File: config.mk
export PLATFORM = sky130hd
export DESIGN_NAME = dfr_run_sequencer_flat
export DESIGN_NICKNAME = d
export VERILOG_FILES = /design/src/rtl/dfr_pkg.sv /design/src/rtl/dfr_run_sequencer_if.sv /design/src/rtl/dfr_step_counter.sv /design/src/rtl/dfr_run_sequencer.sv /design/src/flat_wrapper.sv
export SDC_FILE = /design/constraint.sdc
export NUM_CORES = 1
export LEC_CHECK = 0
export CORE_MARGIN = 10
export CORE_UTILIZATION = 31
export CTS_CLUSTER_SIZE = 12
export DETAILED_ROUTE_END_ITERATION = 8
export PLACE_DENSITY = 0.86
export SLEW_MARGIN = 15
export SYNTH_ARGS = -nofsm -noshare
export SYNTH_HDL_FRONTEND = slang
export SYNTH_HIERARCHICAL = 1
export SYNTH_SLANG_ARGS = --single-unit
File: constraint.sdc
create_clock -name S_AXI_ACLK -period 2.3 [get_ports S_AXI_ACLK]
set_clock_uncertainty 0.2 [all_clocks]
set_input_delay 0.69 -clock S_AXI_ACLK [delete_from_list [all_inputs] [get_ports S_AXI_ACLK]]
set_output_delay 0.69 -clock S_AXI_ACLK [all_outputs]
set_load 0.05 [all_outputs]
File: src/rtl/dfr_pkg.sv
// dfr_pkg: shared types and constants for the DFR run sequencer.
// Holds the sequencer state encoding and the fixed cost of one
// reservoir step (FETCH -> STEP -> STORE).
package dfr_pkg;

  // Cycles spent per virtual-node step: fetch, reservoir step, history store.
  localparam int DFR_SEQ_STEP_CYCLES = 3;

  typedef enum logic [2:0] {
    IDLE     = 3'd0,
    FETCH    = 3'd1,
    STEP     = 3'd2,
    STORE    = 3'd3,
    MM_START = 3'd4,
    MM_WAIT  = 3'd5,
    FINISH   = 3'd6
  } dfr_seq_state_t;

endpackage

File: src/rtl/dfr_run_sequencer_if.sv
// dfr_run_sequencer_if: datapath bundle between the run sequencer and the
// input RAM, reservoir, history RAM and matrix-multiply engine.
// The master side is the sequencer; the slave side is the surrounding core.
interface dfr_run_sequencer_if #(
  parameter int ADDR_WIDTH = 14,
  parameter int DATA_WIDTH = 32
);

  // Input RAM read port (1-cycle read latency)
  logic [ADDR_WIDTH-1:0] input_mem_addr;
  logic [DATA_WIDTH-1:0] input_mem_dout;

  // Reservoir step port (output valid 1 cycle after reservoir_en)
  logic                  reservoir_en;
  logic [DATA_WIDTH-1:0] reservoir_din;
  logic [DATA_WIDTH-1:0] reservoir_dout;

  // History RAM write port
  logic [ADDR_WIDTH-1:0] hist_addr;
  logic                  hist_wen;
  logic [DATA_WIDTH-1:0] hist_din;

  // Matrix-multiply control
  logic                  mm_start;
  logic                  mm_busy;

  modport master (
    output input_mem_addr,
    input  input_mem_dout,
    output reservoir_en,
    output reservoir_din,
    input  reservoir_dout,
    output hist_addr,
    output hist_wen,
    output hist_din,
    output mm_start,
    input  mm_busy
  );

  modport slave (
    input  input_mem_addr,
    output input_mem_dout,
    input  reservoir_en,
    input  reservoir_din,
    output reservoir_dout,
    input  hist_addr,
    input  hist_wen,
    input  hist_din,
    input  mm_start,
    output mm_busy
  );

endinterface

File: src/rtl/dfr_step_counter.sv
// dfr_step_counter: nested node/sample counter for the run sequencer.
// The history address is kept as its own incrementing counter that moves in
// lock-step with node/sample, so no multiplier is needed. After the last step
// of the run every counter returns to zero, which keeps the address counter
// from ever wrapping.
module dfr_step_counter #(
  parameter int VIRTUAL_NODES = 10,
  parameter int NUM_SAMPLES   = 100,
  parameter int ADDR_WIDTH    = 14
) (
  input  logic                  clk,
  input  logic                  rst_n,
  input  logic                  clear,
  input  logic                  advance,
  output logic [ADDR_WIDTH-1:0] sample,
  output logic [ADDR_WIDTH-1:0] hist_addr,
  output logic                  last
);

  localparam int NODE_W = (VIRTUAL_NODES > 1) ? $clog2(VIRTUAL_NODES) : 1;

  // Every history address must fit in the RAM address space.
  if ((longint'(NUM_SAMPLES) * longint'(VIRTUAL_NODES)) > (longint'(1) << ADDR_WIDTH)) begin : g_size_check
    $error("dfr_step_counter: NUM_SAMPLES*VIRTUAL_NODES exceeds 2**ADDR_WIDTH");
  end

  if (VIRTUAL_NODES < 1 || NUM_SAMPLES < 1) begin : g_min_check
    $error("dfr_step_counter: VIRTUAL_NODES and NUM_SAMPLES must be at least 1");
  end

  logic [NODE_W-1:0]     node_reg;
  logic [ADDR_WIDTH-1:0] sample_reg;
  logic [ADDR_WIDTH-1:0] hist_addr_reg;
  logic                  node_last;
  logic                  sample_last;

  assign node_last   = (node_reg == NODE_W'(VIRTUAL_NODES - 1));
  assign sample_last = (sample_reg == ADDR_WIDTH'(NUM_SAMPLES - 1));
  assign last        = node_last && sample_last;

  // Advance node within a sample, roll over into the next sample, reset after the final step.
  always_ff @(posedge clk) begin
    if (!rst_n || clear) begin
      node_reg      <= '0;
      sample_reg    <= '0;
      hist_addr_reg <= '0;
    end else if (advance) begin
      if (last) begin
        node_reg      <= '0;
        sample_reg    <= '0;
        hist_addr_reg <= '0;
      end else begin
        hist_addr_reg <= hist_addr_reg + 1'b1;
        if (node_last) begin
          node_reg   <= '0;
          sample_reg <= sample_reg + 1'b1;
        end else begin
          node_reg <= node_reg + 1'b1;
        end
      end
    end
  end

  assign sample    = sample_reg;
  assign hist_addr = hist_addr_reg;

endmodule

File: src/rtl/dfr_run_sequencer.sv
// dfr_run_sequencer: sequences one DFR inference pass.
// On start it streams every input sample through the reservoir once per
// virtual node (FETCH/STEP/STORE), logs every reservoir output to history
// RAM, then kicks the matrix-multiply engine and waits for it to finish.
// Optional build macro: DFR_SEQ_PERF_CNT_EN enables the run_cycles counter
// (busy cycles of the latest run, saturating); otherwise run_cycles is 0.
module dfr_run_sequencer
  import dfr_pkg::*;
#(
  parameter int ADDR_WIDTH    = 14,
  parameter int DATA_WIDTH    = 32,
  parameter int VIRTUAL_NODES = 10,
  parameter int NUM_SAMPLES   = 100
) (
  input  logic                S_AXI_ACLK,
  input  logic                S_AXI_ARESETN,
  input  logic                start,
  input  logic                abort,
  output logic                busy,
  output logic                done,
  output logic [31:0]         run_cycles,
  dfr_run_sequencer_if.master bus
);

  localparam int INPUT_PHASE_CYCLES = DFR_SEQ_STEP_CYCLES * NUM_SAMPLES * VIRTUAL_NODES;

  // A run with no steps would jump straight to the matrix multiply with stale history.
  if (INPUT_PHASE_CYCLES < DFR_SEQ_STEP_CYCLES) begin : g_phase_check
    $error("dfr_run_sequencer: a run needs at least one reservoir step");
  end

  dfr_seq_state_t state_reg;
  dfr_seq_state_t state_next;

  logic                  start_accept;
  logic                  abort_run;
  logic                  busy_w;
  logic                  reservoir_en_w;
  logic                  hist_wen_w;
  logic                  mm_start_w;
  logic                  seen_busy_reg;
  logic                  done_reg;
  logic                  step_last;
  logic [ADDR_WIDTH-1:0] sample_w;
  logic [ADDR_WIDTH-1:0] hist_addr_w;

  // A start request only counts from IDLE, and abort beats it even there.
  assign start_accept = (state_reg == IDLE) && start && !abort;
  assign abort_run    = (state_reg != IDLE) && abort;

  // Node/sample bookkeeping; steps advance on each committed history write.
  dfr_step_counter #(
    .VIRTUAL_NODES (VIRTUAL_NODES),
    .NUM_SAMPLES   (NUM_SAMPLES),
    .ADDR_WIDTH    (ADDR_WIDTH)
  ) u_step_counter (
    .clk       (S_AXI_ACLK),
    .rst_n     (S_AXI_ARESETN),
    .clear     (start_accept || abort_run),
    .advance   (hist_wen_w),
    .sample    (sample_w),
    .hist_addr (hist_addr_w),
    .last      (step_last)
  );

  // State register.
  always_ff @(posedge S_AXI_ACLK) begin
    if (!S_AXI_ARESETN) begin
      state_reg <= IDLE;
    end else begin
      state_reg <= state_next;
    end
  end

  // Next-state and strobe decode; abort overrides every transition and kills the strobes at once.
  always_comb begin
    state_next     = state_reg;
    busy_w         = (state_reg != IDLE);
    reservoir_en_w = 1'b0;
    hist_wen_w     = 1'b0;
    mm_start_w     = 1'b0;

    case (state_reg)
      IDLE: begin
        if (start) begin
          state_next = FETCH;
        end
      end
      FETCH: begin
        state_next = STEP;
      end
      STEP: begin
        reservoir_en_w = 1'b1;
        state_next     = STORE;
      end
      STORE: begin
        hist_wen_w = 1'b1;
        state_next = step_last ? MM_START : FETCH;
      end
      MM_START: begin
        mm_start_w = 1'b1;
        state_next = MM_WAIT;
      end
      MM_WAIT: begin
        if (seen_busy_reg && !bus.mm_busy) begin
          state_next = FINISH;
        end
      end
      FINISH: begin
        state_next = IDLE;
      end
      default: begin
        state_next = IDLE;
      end
    endcase

    if (abort) begin
      state_next     = IDLE;
      reservoir_en_w = 1'b0;
      hist_wen_w     = 1'b0;
      mm_start_w     = 1'b0;
    end
  end

  // Remember that the engine has actually gone busy, so a slow-to-start engine is not taken as finished.
  always_ff @(posedge S_AXI_ACLK) begin
    if (!S_AXI_ARESETN) begin
      seen_busy_reg <= 1'b0;
    end else if (state_reg == IDLE || abort_run) begin
      seen_busy_reg <= 1'b0;
    end else if ((state_reg == MM_START || state_reg == MM_WAIT) && bus.mm_busy) begin
      seen_busy_reg <= 1'b1;
    end
  end

  // Sticky completion flag, raised on entry to FINISH and cleared by a new run or an abort.
  always_ff @(posedge S_AXI_ACLK) begin
    if (!S_AXI_ARESETN) begin
      done_reg <= 1'b0;
    end else if (start_accept || abort_run) begin
      done_reg <= 1'b0;
    end else if (state_reg == MM_WAIT && state_next == FINISH) begin
      done_reg <= 1'b1;
    end
  end

`ifdef DFR_SEQ_PERF_CNT_EN
  logic [31:0] run_cycles_reg;

  // Count busy cycles of the current run; hold afterwards, saturate at all-ones.
  always_ff @(posedge S_AXI_ACLK) begin
    if (!S_AXI_ARESETN) begin
      run_cycles_reg <= '0;
    end else if (start_accept) begin
      run_cycles_reg <= '0;
    end else if (busy_w && (run_cycles_reg != 32'hFFFF_FFFF)) begin
      run_cycles_reg <= run_cycles_reg + 32'd1;
    end
  end

  assign run_cycles = run_cycles_reg;
`else
  assign run_cycles = 32'd0;
`endif

  // The input address is the sample counter itself, valid throughout FETCH.
  assign bus.input_mem_addr = sample_w;
  assign bus.hist_addr      = hist_addr_w;

  // Data passes straight through, gated by its strobe so idle buses read as zero.
  assign bus.reservoir_en   = reservoir_en_w;
  assign bus.reservoir_din  = reservoir_en_w ? bus.input_mem_dout : {DATA_WIDTH{1'b0}};
  assign bus.hist_wen       = hist_wen_w;
  assign bus.hist_din       = hist_wen_w ? bus.reservoir_dout : {DATA_WIDTH{1'b0}};
  assign bus.mm_start       = mm_start_w;

  assign busy = busy_w;
  assign done = done_reg;

endmodule

File: src/flat_wrapper.sv
// flat-port wrapper written by rule: the top's interface ports become plain ports
module dfr_run_sequencer_flat import dfr_pkg::*;
#(
  parameter int ADDR_WIDTH    = 14,
  parameter int DATA_WIDTH    = 32,
  parameter int VIRTUAL_NODES = 10,
  parameter int NUM_SAMPLES   = 100
)
  (S_AXI_ACLK, S_AXI_ARESETN, start, abort, busy, done, run_cycles, bus_input_mem_addr, bus_input_mem_dout, bus_reservoir_en, bus_reservoir_din, bus_reservoir_dout, bus_hist_addr, bus_hist_wen, bus_hist_din, bus_mm_start, bus_mm_busy);
  dfr_run_sequencer_if #(.ADDR_WIDTH(ADDR_WIDTH), .DATA_WIDTH(DATA_WIDTH)) bus_i ();
  input  logic S_AXI_ACLK;
  input  logic S_AXI_ARESETN;
  input  logic start;
  input  logic abort;
  output logic busy;
  output logic done;
  output logic [31:0] run_cycles;
  output wire logic [$bits(bus_i.input_mem_addr)-1:0] bus_input_mem_addr;
  input wire logic [$bits(bus_i.input_mem_dout)-1:0] bus_input_mem_dout;
  output wire logic [$bits(bus_i.reservoir_en)-1:0] bus_reservoir_en;
  output wire logic [$bits(bus_i.reservoir_din)-1:0] bus_reservoir_din;
  input wire logic [$bits(bus_i.reservoir_dout)-1:0] bus_reservoir_dout;
  output wire logic [$bits(bus_i.hist_addr)-1:0] bus_hist_addr;
  output wire logic [$bits(bus_i.hist_wen)-1:0] bus_hist_wen;
  output wire logic [$bits(bus_i.hist_din)-1:0] bus_hist_din;
  output wire logic [$bits(bus_i.mm_start)-1:0] bus_mm_start;
  input wire logic [$bits(bus_i.mm_busy)-1:0] bus_mm_busy;
  assign bus_input_mem_addr = bus_i.input_mem_addr;
  assign bus_i.input_mem_dout = bus_input_mem_dout;
  assign bus_reservoir_en = bus_i.reservoir_en;
  assign bus_reservoir_din = bus_i.reservoir_din;
  assign bus_i.reservoir_dout = bus_reservoir_dout;
  assign bus_hist_addr = bus_i.hist_addr;
  assign bus_hist_wen = bus_i.hist_wen;
  assign bus_hist_din = bus_i.hist_din;
  assign bus_mm_start = bus_i.mm_start;
  assign bus_i.mm_busy = bus_mm_busy;
  dfr_run_sequencer #(.ADDR_WIDTH(ADDR_WIDTH), .DATA_WIDTH(DATA_WIDTH), .VIRTUAL_NODES(VIRTUAL_NODES), .NUM_SAMPLES(NUM_SAMPLES)) u_core (.S_AXI_ACLK(S_AXI_ACLK), .S_AXI_ARESETN(S_AXI_ARESETN), .start(start), .abort(abort), .busy(busy), .done(done), .run_cycles(run_cycles), .bus(bus_i));
endmodule
==> results of run 1 <==
[area by class of cell]
type,count,area [sq um]
Tap cell,102,127.6
Clock inverter,1,5.005
Clock buffer,7,96.34
Inverter,9,36.28
Multi-Input combinational cell,255,1943
Timing Repair Buffer,206,2779
Fill cell,524,2113
Sequential cell,37,747.0
[cell usage in the layout, fill, tap and decap left out, drive strengths merged]
cell / instances
buf: 135
clkdlybuf4s50: 67
and2: 66
dfxtp: 37
nor2: 35
conb: 32
xnor2: 20
nand2: 14
nor4: 12
clkbuf: 11
nor3: 11
nand4: 10
inv: 9
nand3: 6
xor2: 6
o21ai: 6
a21oi: 5
nor2b: 4
ha: 4
nand2b: 3
nand3b: 3
nand4b: 3
a31oi: 2
or3: 2
nor4b: 2
clkinv: 1
mux2: 1
or2b: 1
and3b: 1
o21a: 1
o2bb2ai: 1
and4: 1
a22oi: 1
and3: 1
a211oi: 1
[through the flow]
stage / area (sq um) / std cells / worst slack (ns) / TNS [ns]
6_report: 5734 / 617 / -0.3137 / -15.86
2_1_floorplan: 2851 / 345 / -0.2192 / -7.497
4_1_cts: 5624 / 615 / -0.2615 / -14.78
3_3_place_gp: 5052 / 585 / -0.6980 / -60.81
5_1_grt: 5734 / 617 / -0.3684 / -20.30
3_5_place_dp: 5052 / 585 / -0.7346 / -63.81
[what timing repair did]
item	4_1_cts	5_1_grt
hold buffers	0	0
resized for setup	80	33
setup endpoints to repair	100	93
pin swaps	45	36
gates cloned	9	3
setup buffers	14	5
[power by group]
group	internal (mW)	switching, mW	leakage, nW	total, mW
Sequential	0.640	0.00180	0.300	0.642
Combinational	0.167	0.213	2.07	0.380
Clock	0.271	0.236	0.0542	0.507
[metal layers]
metal	track usage (%)	vias up	routed length [microns]
met5	0	-	0
met3	4.862	12	789
met1	19.85	1368	4751
met2	37.01	120	7177
li1	-	1377	-
met4	4.663	0	201
[cells by family (layout without fill, tap and decap cells)]
group,Yosys count,after routing,synth area share (%)
and+or+nand+nor,174,175,41.17
buffers and inverters,54,223,13.76
DFF,37,37,29.19
xor gates and xnor gates,26,26,8.974
AOI/OAI and AO/OA,17,17,4.192
adders and majority gates,4,4,1.972
other,1,32,0.1478
muxes,1,1,0.5915
[worst max-delay path: stages]
cell and delay (ns):
sky130_fd_sc_hd__buf_8 0.11, sky130_fd_sc_hd__nor4b_4 0.24, sky130_fd_sc_hd__buf_6 0.17, sky130_fd_sc_hd__buf_12 0.12, sky130_fd_sc_hd__buf_8 0.11, sky130_fd_sc_hd__and2_4 0.15, sky130_fd_sc_hd__buf_12 0.13
[worst paths after layout]
path                        from                         endpoint  slack, ns  cells after the start
min reg2reg          u_core/done                      u_core/done       0.27                      2
max                        abort                 bus_hist_din[16]      -0.31                      7
max reg2reg  u_core/state_reg[2]  u_core/u_step_counter/sample[6]       0.05                      9
min                  u_core/done                      u_core/done       0.27                      2
==> flow_metrics.py, run 1 <==
metrics = {
    "synthesis": {
        "synth_top_cells_by_area": "sky130_fd_sc_hd__dfxtp_1, sky130_fd_sc_hd__and2_1, sky130_fd_sc_hd__buf_4",
        "yosys_register_bits": 37,
        "synthArstFlopShare_pct": 0,
        "synth_enable_flop_cells": 0,
        "synth_sequential_area_ratio_pct": 29.19,
        "syn_avg_cell_area_sq_um": 8.081,
        "yosysTopAreaCell": "sky130_fd_sc_hd__dfxtp_1",
        "synthesized_instance_count": 314,
        "yosys.area.top_type_share_pct": 29.19,
        "synth_ff_type": "sky130_fd_sc_hd__dfxtp_1",
        "post-synth-top-count-cell": "sky130_fd_sc_hd__and2_1",
        "synth_cell_area_sq_mm": 0.002537,
        "synth_cell_type_count": 44,
        "yosys-top-cells-count": "sky130_fd_sc_hd__and2_1, sky130_fd_sc_hd__dfxtp_1, sky130_fd_sc_hd__nor2_1",
        "yosys_warnings": 6,
    },
    "global_routing": {
        "first_global_vias": 3041,
        "maximum_number_of_pins_on_one_net_before_global_route_repair": 18,
        "global_route.overflow_total": 0,
        "globalRouteTotalUtil_pct": 19.15,
        "first_pass_grt_wire_length_microns": 18860,
        "grt_antenna_before_repair": 0,
    },
    "sta": {
        "worst_slew_pin_slew_ns": 0.5105,
        "period_needed_ns": 2.614,
        "max_freq_mhz": 382.6,
        "period_share_pct": 113.6,
        "setup_viol_count_final": 68,
        "worst_slack_ns": -0.3137,
        "final.hold.worst_slack_ns": 0.2731,
        "timing_hold_violations_final": 0,
        "slew_viol_final": 0,
        "grt_setup_unrepaired": "true",
        "max_slew_margin_pct": 65.87,
    },
    "floorplanning": {
        "die_w_microns": 110.5,
        "rows": 32,
        "dieArea_sq_mm": 0.01220,
        "top_level_ports": 198,
        "dieHeight_microns": 110.5,
        "core-area_sq_mm": 0.007848,
        "floorplan.initialDensity_pct": 32.33,
    },
    "placement": {
        "portBuffers": 165,
        "place.detailed.hpwl_microns": 9621,
        "place.gp.congestion": 0.8354,
    },
    "detailed_routing": {
        "routed_wire_length_per_instance_microns": 20.94,
        "post-route-drc-count": 0,
        "mean_number_of_vias_per_cell": 4.663,
        "drtIter0Drc": 114,
        "drtAntennaViolNets": 0,
        "routed_wirelength_microns": 12920,
        "drt_first_pass_iters": 6,
        "num_vias": 2877,
    },
    "cts": {
        "cts.sinks": 37,
        "clock_path_buffers": 2,
        "clock_latency_ns": 0.29,
        "cts_htree_levels": 2,
        "cts_made_buffers": 5,
        "library_cell_used_as_clock_root_buffer": "sky130_fd_sc_hd__clkbuf_8",
        "clkTransAtPathRegs_ns": 0.08,
        "cts_tree": "done",
    },
    "flow_run": {
        "drv.max_cap_violation_count": 0,
    },
    "critical_path": {
        "startpoint_type": "input pin",
        "worst_ep_required_time_ns": 1.41,
        "worstSetupEndpointType": "output pin",
        "crit_arrival_ns": 1.72,
        "crit_fanout": 6,
        "worstSetupPathType": "input pin to output pin",
    },
    "pwr": {
        "vdd.ir_drop.worst_mv": 0.3101,
        "total_leakage_power_nw": 2.424,
        "design_power_total_mw": 1.529,
        "p_per_area_mw_per_mm2": 266.6,
    },
    "final_layout": {
        "post_layout_net_count": 587,
        "fin_util_pct": 73.07,
        "antenna_cells": 0,
        "layout-drive-gt1-share_pct": 49.13,
        "area_growth_syn_to_layout_pct": 126.0,
    },
    "min_path": {
        "hold_path_class": "flip-flop to flip-flop",
    },
    "outcome": {
        "failing_checks": "setup timing",
        "outcome": "finished with violations",
    },
}
(Power assumes the default switching activity.)
==> run 2, diff against run 1 <==
--- a/config.mk
+++ b/config.mk
@@ -9,7 +9,7 @@
 export CORE_UTILIZATION = 31
 export CTS_CLUSTER_SIZE = 12
 export DETAILED_ROUTE_END_ITERATION = 8
-export PLACE_DENSITY = 0.86
+export PLACE_DENSITY = 0.79
 export SLEW_MARGIN = 15
 export SYNTH_ARGS = -nofsm -noshare
 export SYNTH_HDL_FRONTEND = slang
==> run 2 against run 1 <==
  * The run still ends with setup timing left
  * Global-route usage is 0.34 points lower
  * Combinational power down 3%
  * Sequential power hardly changed
  * Critical path type unchanged
==> flow_metrics.py, run 2 (synthesis gave the netlist of run 1 again) <==
metrics = {
    "global_routing": {
        "first_global_vias": 2939,
        "first_pass_grt_wire_length_microns": 18640,
        "met2_usage_pct": 36.15,
        "grt_antenna_before_repair": 0,
        "global_route.overflow_total": 0,
        "globalRouteTotalUtil_pct": 18.82,
        "grt_util_met3_pct": 5.294,
        "maximum_number_of_pins_on_one_net_before_global_route_repair": 34,
        "busiest_layer_in_global_routing": "met2",
        "use_met1_pct": 20.18,
    },
    "pwr": {
        "total_leakage_power_nw": 2.285,
        "design_power_total_mw": 1.448,
        "vdd.ir_drop.worst_mv": 0.3058,
        "p_per_area_mw_per_mm2": 265.6,
    },
    "sta": {
        "max_freq_mhz": 385.1,
        "setup_viol_count_final": 65,
        "grt_setup_unrepaired": "true",
        "worst_slack_ns": -0.2965,
        "period_needed_ns": 2.596,
        "period_share_pct": 112.9,
        "slew_viol_final": 0,
        "timing_hold_violations_final": 0,
    },
    "placement": {
        "dp_worst_setup_slack_ns": -0.7446,
        "portBuffers": 165,
        "place.detailed.hpwl_microns": 10040,
        "dp.cells": 587,
        "place.gp.congestion": 0.8575,
    },
    "detailed_routing": {
        "drtIter0Drc": 107,
        "drt_first_pass_iters": 4,
        "mean_number_of_vias_per_cell": 4.669,
        "routed_wire_length_per_instance_microns": 20.22,
        "drtAntennaViolNets": 0,
        "post-route-drc-count": 0,
        "num_vias": 2834,
        "routed_wirelength_microns": 12270,
    },
    "critical_path": {
        "worstSetupPathType": "input pin to output pin",
        "worst-r2r-cell-count": 8,
        "crit_fanout": 9,
        "crit_arrival_ns": 1.71,
        "startpoint_type": "input pin",
        "crit-reg2reg-launch": "u_core/state_reg[2]",
        "worstSetupEndpointType": "output pin",
        "worst_ep_required_time_ns": 1.41,
        "regToRegEndpoint": "u_core/u_step_counter/hist_addr[6]",
        "cp-startpoint": "abort",
        "timing.reg2reg.setup_slack_ns": 0.15,
    },
    "floorplanning": {
        "die_w_microns": 110.5,
        "dieHeight_microns": 110.5,
        "floorplan.initialDensity_pct": 32.33,
        "dieArea_sq_mm": 0.01220,
        "top_level_ports": 198,
        "rows": 32,
        "core-area_sq_mm": 0.007848,
    },
    "cts": {
        "library_cell_used_as_clock_root_buffer": "sky130_fd_sc_hd__clkbuf_8",
        "clock_path_buffers": 2,
        "cts_htree_levels": 2,
        "cts_made_buffers": 5,
        "cts.sinks": 37,
        "post_cts_hold_fix_bufs": 0,
        "clkTransAtPathRegs_ns": 0.07,
        "cts_tree": "done",
        "clock_latency_ns": 0.29,
    },
    "final_layout": {
        "layout-drive-gt1-share_pct": 44.75,
        "most_common_cell_after_layout_fill_and_taps_aside": "sky130_fd_sc_hd__buf_12",
        "most-common-layout-cells": "sky130_fd_sc_hd__buf_12, sky130_fd_sc_hd__clkdlybuf4s50_1, sky130_fd_sc_hd__buf_4, sky130_fd_sc_hd__and2_4",
        "area_growth_syn_to_layout_pct": 114.9,
        "fin_cells": 607,
        "fin_util_pct": 69.48,
        "post_layout_net_count": 577,
        "antenna_cells": 0,
    },
    "min_path": {
        "holdCritStartpoint": "u_core/done",
        "hold_path_class": "flip-flop to flip-flop",
        "hold_path_depth": 2,
        "hold_path_end": "u_core/done",
    },
    "flow_run": {
        "drv.max_cap_violation_count": 0,
    },
    "outcome": {
        "failing_checks": "setup timing",
        "outcome": "finished with violations",
    },
}
==> run 2: changes by cell type in the layout (fill, tap and decap cells not counted), moves of 3 or more <==
cell                        previous run  this run
sky130_fd_sc_hd__nor2_2                7         0
sky130_fd_sc_hd__nor4_2                2         5
sky130_fd_sc_hd__and2_2                0        19
sky130_fd_sc_hd__buf_12               72        75
sky130_fd_sc_hd__buf_6                13         5
sky130_fd_sc_hd__nor4_4                8         4
sky130_fd_sc_hd__buf_8                 6         1
sky130_fd_sc_hd__nor2_1               27        35
sky130_fd_sc_hd__nor3_1                4         7
sky130_fd_sc_hd__and2_4               64        45
sky130_fd_sc_hd__clkbuf_16             4         1
==> run 2: cell type report <==
cell class / count / area (sq um)
Clock inverter: 2 / 10.01
Multi-Input combinational cell: 256 / 1832
Clock buffer: 6 / 72.57
Timing Repair Buffer: 195 / 2634
Tap cell: 102 / 127.6
Sequential cell: 37 / 743.2
Inverter: 9 / 33.78
Fill cell: 568 / 2395
==> run 2: power breakdown <==
group	leakage [nW]	switching, mW	internal, mW	total (mW)
Clock	0.0450	0.226	0.210	0.436
Sequential	0.299	0.00137	0.642	0.643
Combinational	1.94	0.205	0.164	0.369
Total	2.29	0.433	1.02	1.45
==> run 2: what timing repair did <==
item | 4_1_cts | 5_1_grt
buffers inserted | 7 | 2
pin swaps | 23 | 3
gates resized for setup | 38 | 6
setup endpoints to repair | 100 | 93
cloned | 4 | 2
==> run 2: worst max path at each step <==
stage,endpoint,depth (start not counted)
after floorplan,bus_hist_din[22],3
after global placement,bus_hist_din[16],5
after detailed placement,bus_hist_din[12],5
after CTS,bus_hist_din[25],7
after global routing,bus_hist_din[17],7
final,bus_hist_din[7],7
==> run 2: worst max-delay path, cell delays in order <==
cell and delay [ns]:
sky130_fd_sc_hd__buf_8 0.11, sky130_fd_sc_hd__nor4b_4 0.22, sky130_fd_sc_hd__buf_4 0.18, sky130_fd_sc_hd__buf_6 0.11
sky130_fd_sc_hd__buf_12 0.12, sky130_fd_sc_hd__and2_4 0.15, sky130_fd_sc_hd__buf_12 0.13
==> run 2: routing by layer <==
layer | routed length, microns | vias up
met4 | 74 | 0
met3 | 818 | 7
li1 | - | 1349
met1 | 4688 | 1353
met2 | 6691 | 125
met5 | 0 | -
==> run 2: stage by stage <==
step           TNS [ns]  hold slack [ns]  instance area (sq um)
6_report         -12.15           0.2614                   5453
5_1_grt          -15.51           0.2851                   5453
4_1_cts          -16.11           0.2606                   5423
3_5_place_dp     -64.38           0.2507                   5117
3_3_place_gp     -60.40           0.2508                   5117
2_1_floorplan    -7.497           0.2595                   2851
==> run 3, diff against run 2 <==
--- a/config.mk
+++ b/config.mk
@@ -5,11 +5,12 @@
 export SDC_FILE = /design/constraint.sdc
 export NUM_CORES = 1
 export LEC_CHECK = 0
+export CORE_ASPECT_RATIO = 0.7
 export CORE_MARGIN = 10
 export CORE_UTILIZATION = 31
 export CTS_CLUSTER_SIZE = 12
 export DETAILED_ROUTE_END_ITERATION = 8
-export PLACE_DENSITY = 0.79
+export PLACE_DENSITY = 0.78
 export SLEW_MARGIN = 15
 export SYNTH_ARGS = -nofsm -noshare
 export SYNTH_HDL_FRONTEND = slang
==> run 3 against run 2 <==
  * The run still ends with setup timing left
  * Count of clock-buffer cells in the layout rose by 1
  * Clock power rose by 60%
  * First-iteration DRC count rose by 28%
  * Sequential power barely moved
  * Sequential share of layout area fell by 1.6 points
  * Design area rose by 13%
==> flow_metrics.py, run 3 (synthesis gave the netlist of run 1 again) <==
metrics = {
    "global_routing": {
        "first_pass_grt_wire_length_microns": 16990,
        "met2_usage_pct": 31.28,
        "grt_antenna_before_repair": 0,
        "first_global_vias": 2940,
        "busiest_layer_in_global_routing": "met2",
        "globalRouteTotalUtil_pct": 17.68,
        "global_route.overflow_total": 0,
        "use_met1_pct": 20.92,
        "grt_util_met3_pct": 4.613,
        "maximum_number_of_pins_on_one_net_before_global_route_repair": 20,
    },
    "min_path": {
        "holdCritStartpoint": "u_core/done",
        "hold_path_class": "flip-flop to flip-flop",
        "hold_path_end": "u_core/done",
        "hold_path_depth": 2,
    },
    "cts": {
        "cts_tree": "done",
        "clkTransAtPathRegs_ns": 0.06,
        "cts.sinks": 37,
        "clock_latency_ns": 0.29,
        "cts_made_buffers": 5,
        "cts_htree_levels": 2,
        "library_cell_used_as_clock_root_buffer": "sky130_fd_sc_hd__clkbuf_16",
        "post_cts_hold_fix_bufs": 0,
        "clock_path_buffers": 2,
    },
    "critical_path": {
        "regToRegEndpoint": "u_core/u_step_counter/sample[13]",
        "timing.critical_path.slowest_stage_cell": "sky130_fd_sc_hd__nor4b_4",
        "worstPathBufferInverterCount": 5,
        "cp_cell_sequence": "buf_8 -> nor4b_4 -> buf_4 -> clkbuf_16 -> buf_8 -> and2_4 -> buf_12",
        "worstSetupEndpointType": "output pin",
        "critPathMostFrequentCell": "sky130_fd_sc_hd__buf_8",
        "crit-reg2reg-launch": "u_core/state_reg[1]",
        "cp_top_family": "buffers and inverters",
        "timing.reg2reg.setup_slack_ns": -0.14,
        "critical-path-max-stage-delay_ns": 0.27,
        "startpoint_type": "input pin",
        "worstSetupPathType": "input pin to output pin",
        "crit_fanout": 7,
        "worst-r2r-cell-count": 12,
        "worst_ep_required_time_ns": 1.41,
        "crit_arrival_ns": 1.78,
    },
    "floorplanning": {
        "dieHeight_microns": 95.70,
        "floorplan.initialDensity_pct": 32.10,
        "core-area_sq_mm": 0.007905,
        "top_level_ports": 198,
        "rows": 27,
        "die_w_microns": 128.1,
        "dieArea_sq_mm": 0.01226,
    },
    "sta": {
        "timing_hold_violations_final": 0,
        "worst_slew_pin_slew_ns": 0.5803,
        "grt_setup_unrepaired": "true",
        "max_freq_mhz": 374.9,
        "period_share_pct": 116.0,
        "slew_viol_final": 0,
        "worst_slack_ns": -0.3672,
        "period_needed_ns": 2.667,
        "max_slew_margin_pct": 61.21,
        "setup_viol_count_final": 93,
        "final.hold.worst_slack_ns": 0.2637,
    },
    "outcome": {
        "outcome": "finished with violations",
        "failing_checks": "setup timing",
    },
    "detailed_routing": {
        "num_vias": 2917,
        "drtIter0Drc": 137,
        "routed_wire_length_per_instance_microns": 20.44,
        "post-route-drc-count": 0,
        "routed_wirelength_microns": 12920,
        "drt_first_pass_iters": 4,
        "mean_number_of_vias_per_cell": 4.616,
        "drtAntennaViolNets": 0,
    },
    "final_layout": {
        "area_growth_syn_to_layout_pct": 142.9,
        "fillerInstances": 466,
        "antenna_cells": 0,
        "most-common-layout-cells": "sky130_fd_sc_hd__buf_12, sky130_fd_sc_hd__clkdlybuf4s50_1, sky130_fd_sc_hd__and2_4",
        "fin_util_pct": 77.98,
        "most_common_cell_after_layout_fill_and_taps_aside": "sky130_fd_sc_hd__buf_12",
        "layout-drive-gt1-share_pct": 51.41,
        "post_layout_net_count": 604,
    },
    "placement": {
        "place.detailed.hpwl_microns": 8881,
        "place.gp.congestion": 0.8187,
        "portBuffers": 165,
    },
    "pwr": {
        "p_per_area_mw_per_mm2": 281.5,
        "vdd.ir_drop.worst_mv": 0.2854,
        "total_leakage_power_nw": 2.697,
    },
    "flow_run": {
        "drv.max_cap_violation_count": 0,
    },
}
==> run 3: worst max-delay path by stage <==
stage	start	end	slack (ns)	cells past startpoint
final	abort	bus_hist_din[30]	-0.37	7
after global routing	abort	bus_hist_din[30]	-0.40	7
after CTS	abort	bus_hist_din[9]	-0.40	6
after detailed placement	abort	u_core/u_step_counter/hist_addr[11]	-0.71	8
after global placement	abort	bus_reservoir_din[0]	-0.70	5
after floorplan	abort	bus_hist_din[22]	-0.22	3
==> run 3: final cells by class <==
class / count / area, sq um / share of cell area [%]
timing repair buffer: 224 / 3063 / 49.69
multi-input combinational: 254 / 2054 / 33.33
sequential: 37 / 744.5 / 12.08
clock buffer: 7 / 142.6 / 2.314
tap: 101 / 126.4 / 2.050
inverter: 9 / 33.78 / 0.5480
==> run 3: repair_timing <==
item,4_1_cts,5_1_grt
pin swaps,25,70
buffers inserted,24,13
cloned,4,6
setup endpoints to repair,97,99
resized for setup,84,52
==> run 3: power by group <==
| part | switching [mW] | internal [mW] |
|---|---|---|
| clock network | 0.270 | 0.426 |
| logic | 0.218 | 0.178 |
| registers | 0.00177 | 0.641 |
==> run 3: worst register-to-register path: cells and delay by family, from the launching register on <==
kind | cells | cell delay, ns
buffers and inverters | 7 | 0.93
AND/OR/NAND/NOR | 5 | 0.82
flip-flops | 1 | 0.38
==> run 3: per-layer routing <==
| layer | part of all wire (%) | routed length, microns |
|---|---|---|
| met4 | 1.4 | 176 |
| met5 | 0 | 0 |
| met2 | 55 | 7052 |
| met1 | 38 | 4908 |
| met3 | 6.1 | 783 |
==> run 3: through the flow <==
stage               TNS (ns)  area [sq um]  std cells  setup slack, ns  power (mW)
finish                -25.78          6165        632          -0.3672       1.735
global route          -30.30          6165        632          -0.4018       1.792
CTS                   -25.64          5781        617          -0.4004       1.753
detailed placement    -61.07          5106        583          -0.7149       1.009
global placement      -59.93          5106        583          -0.6987       1.007
floorplan             -7.497          2851        345          -0.2192      0.8803
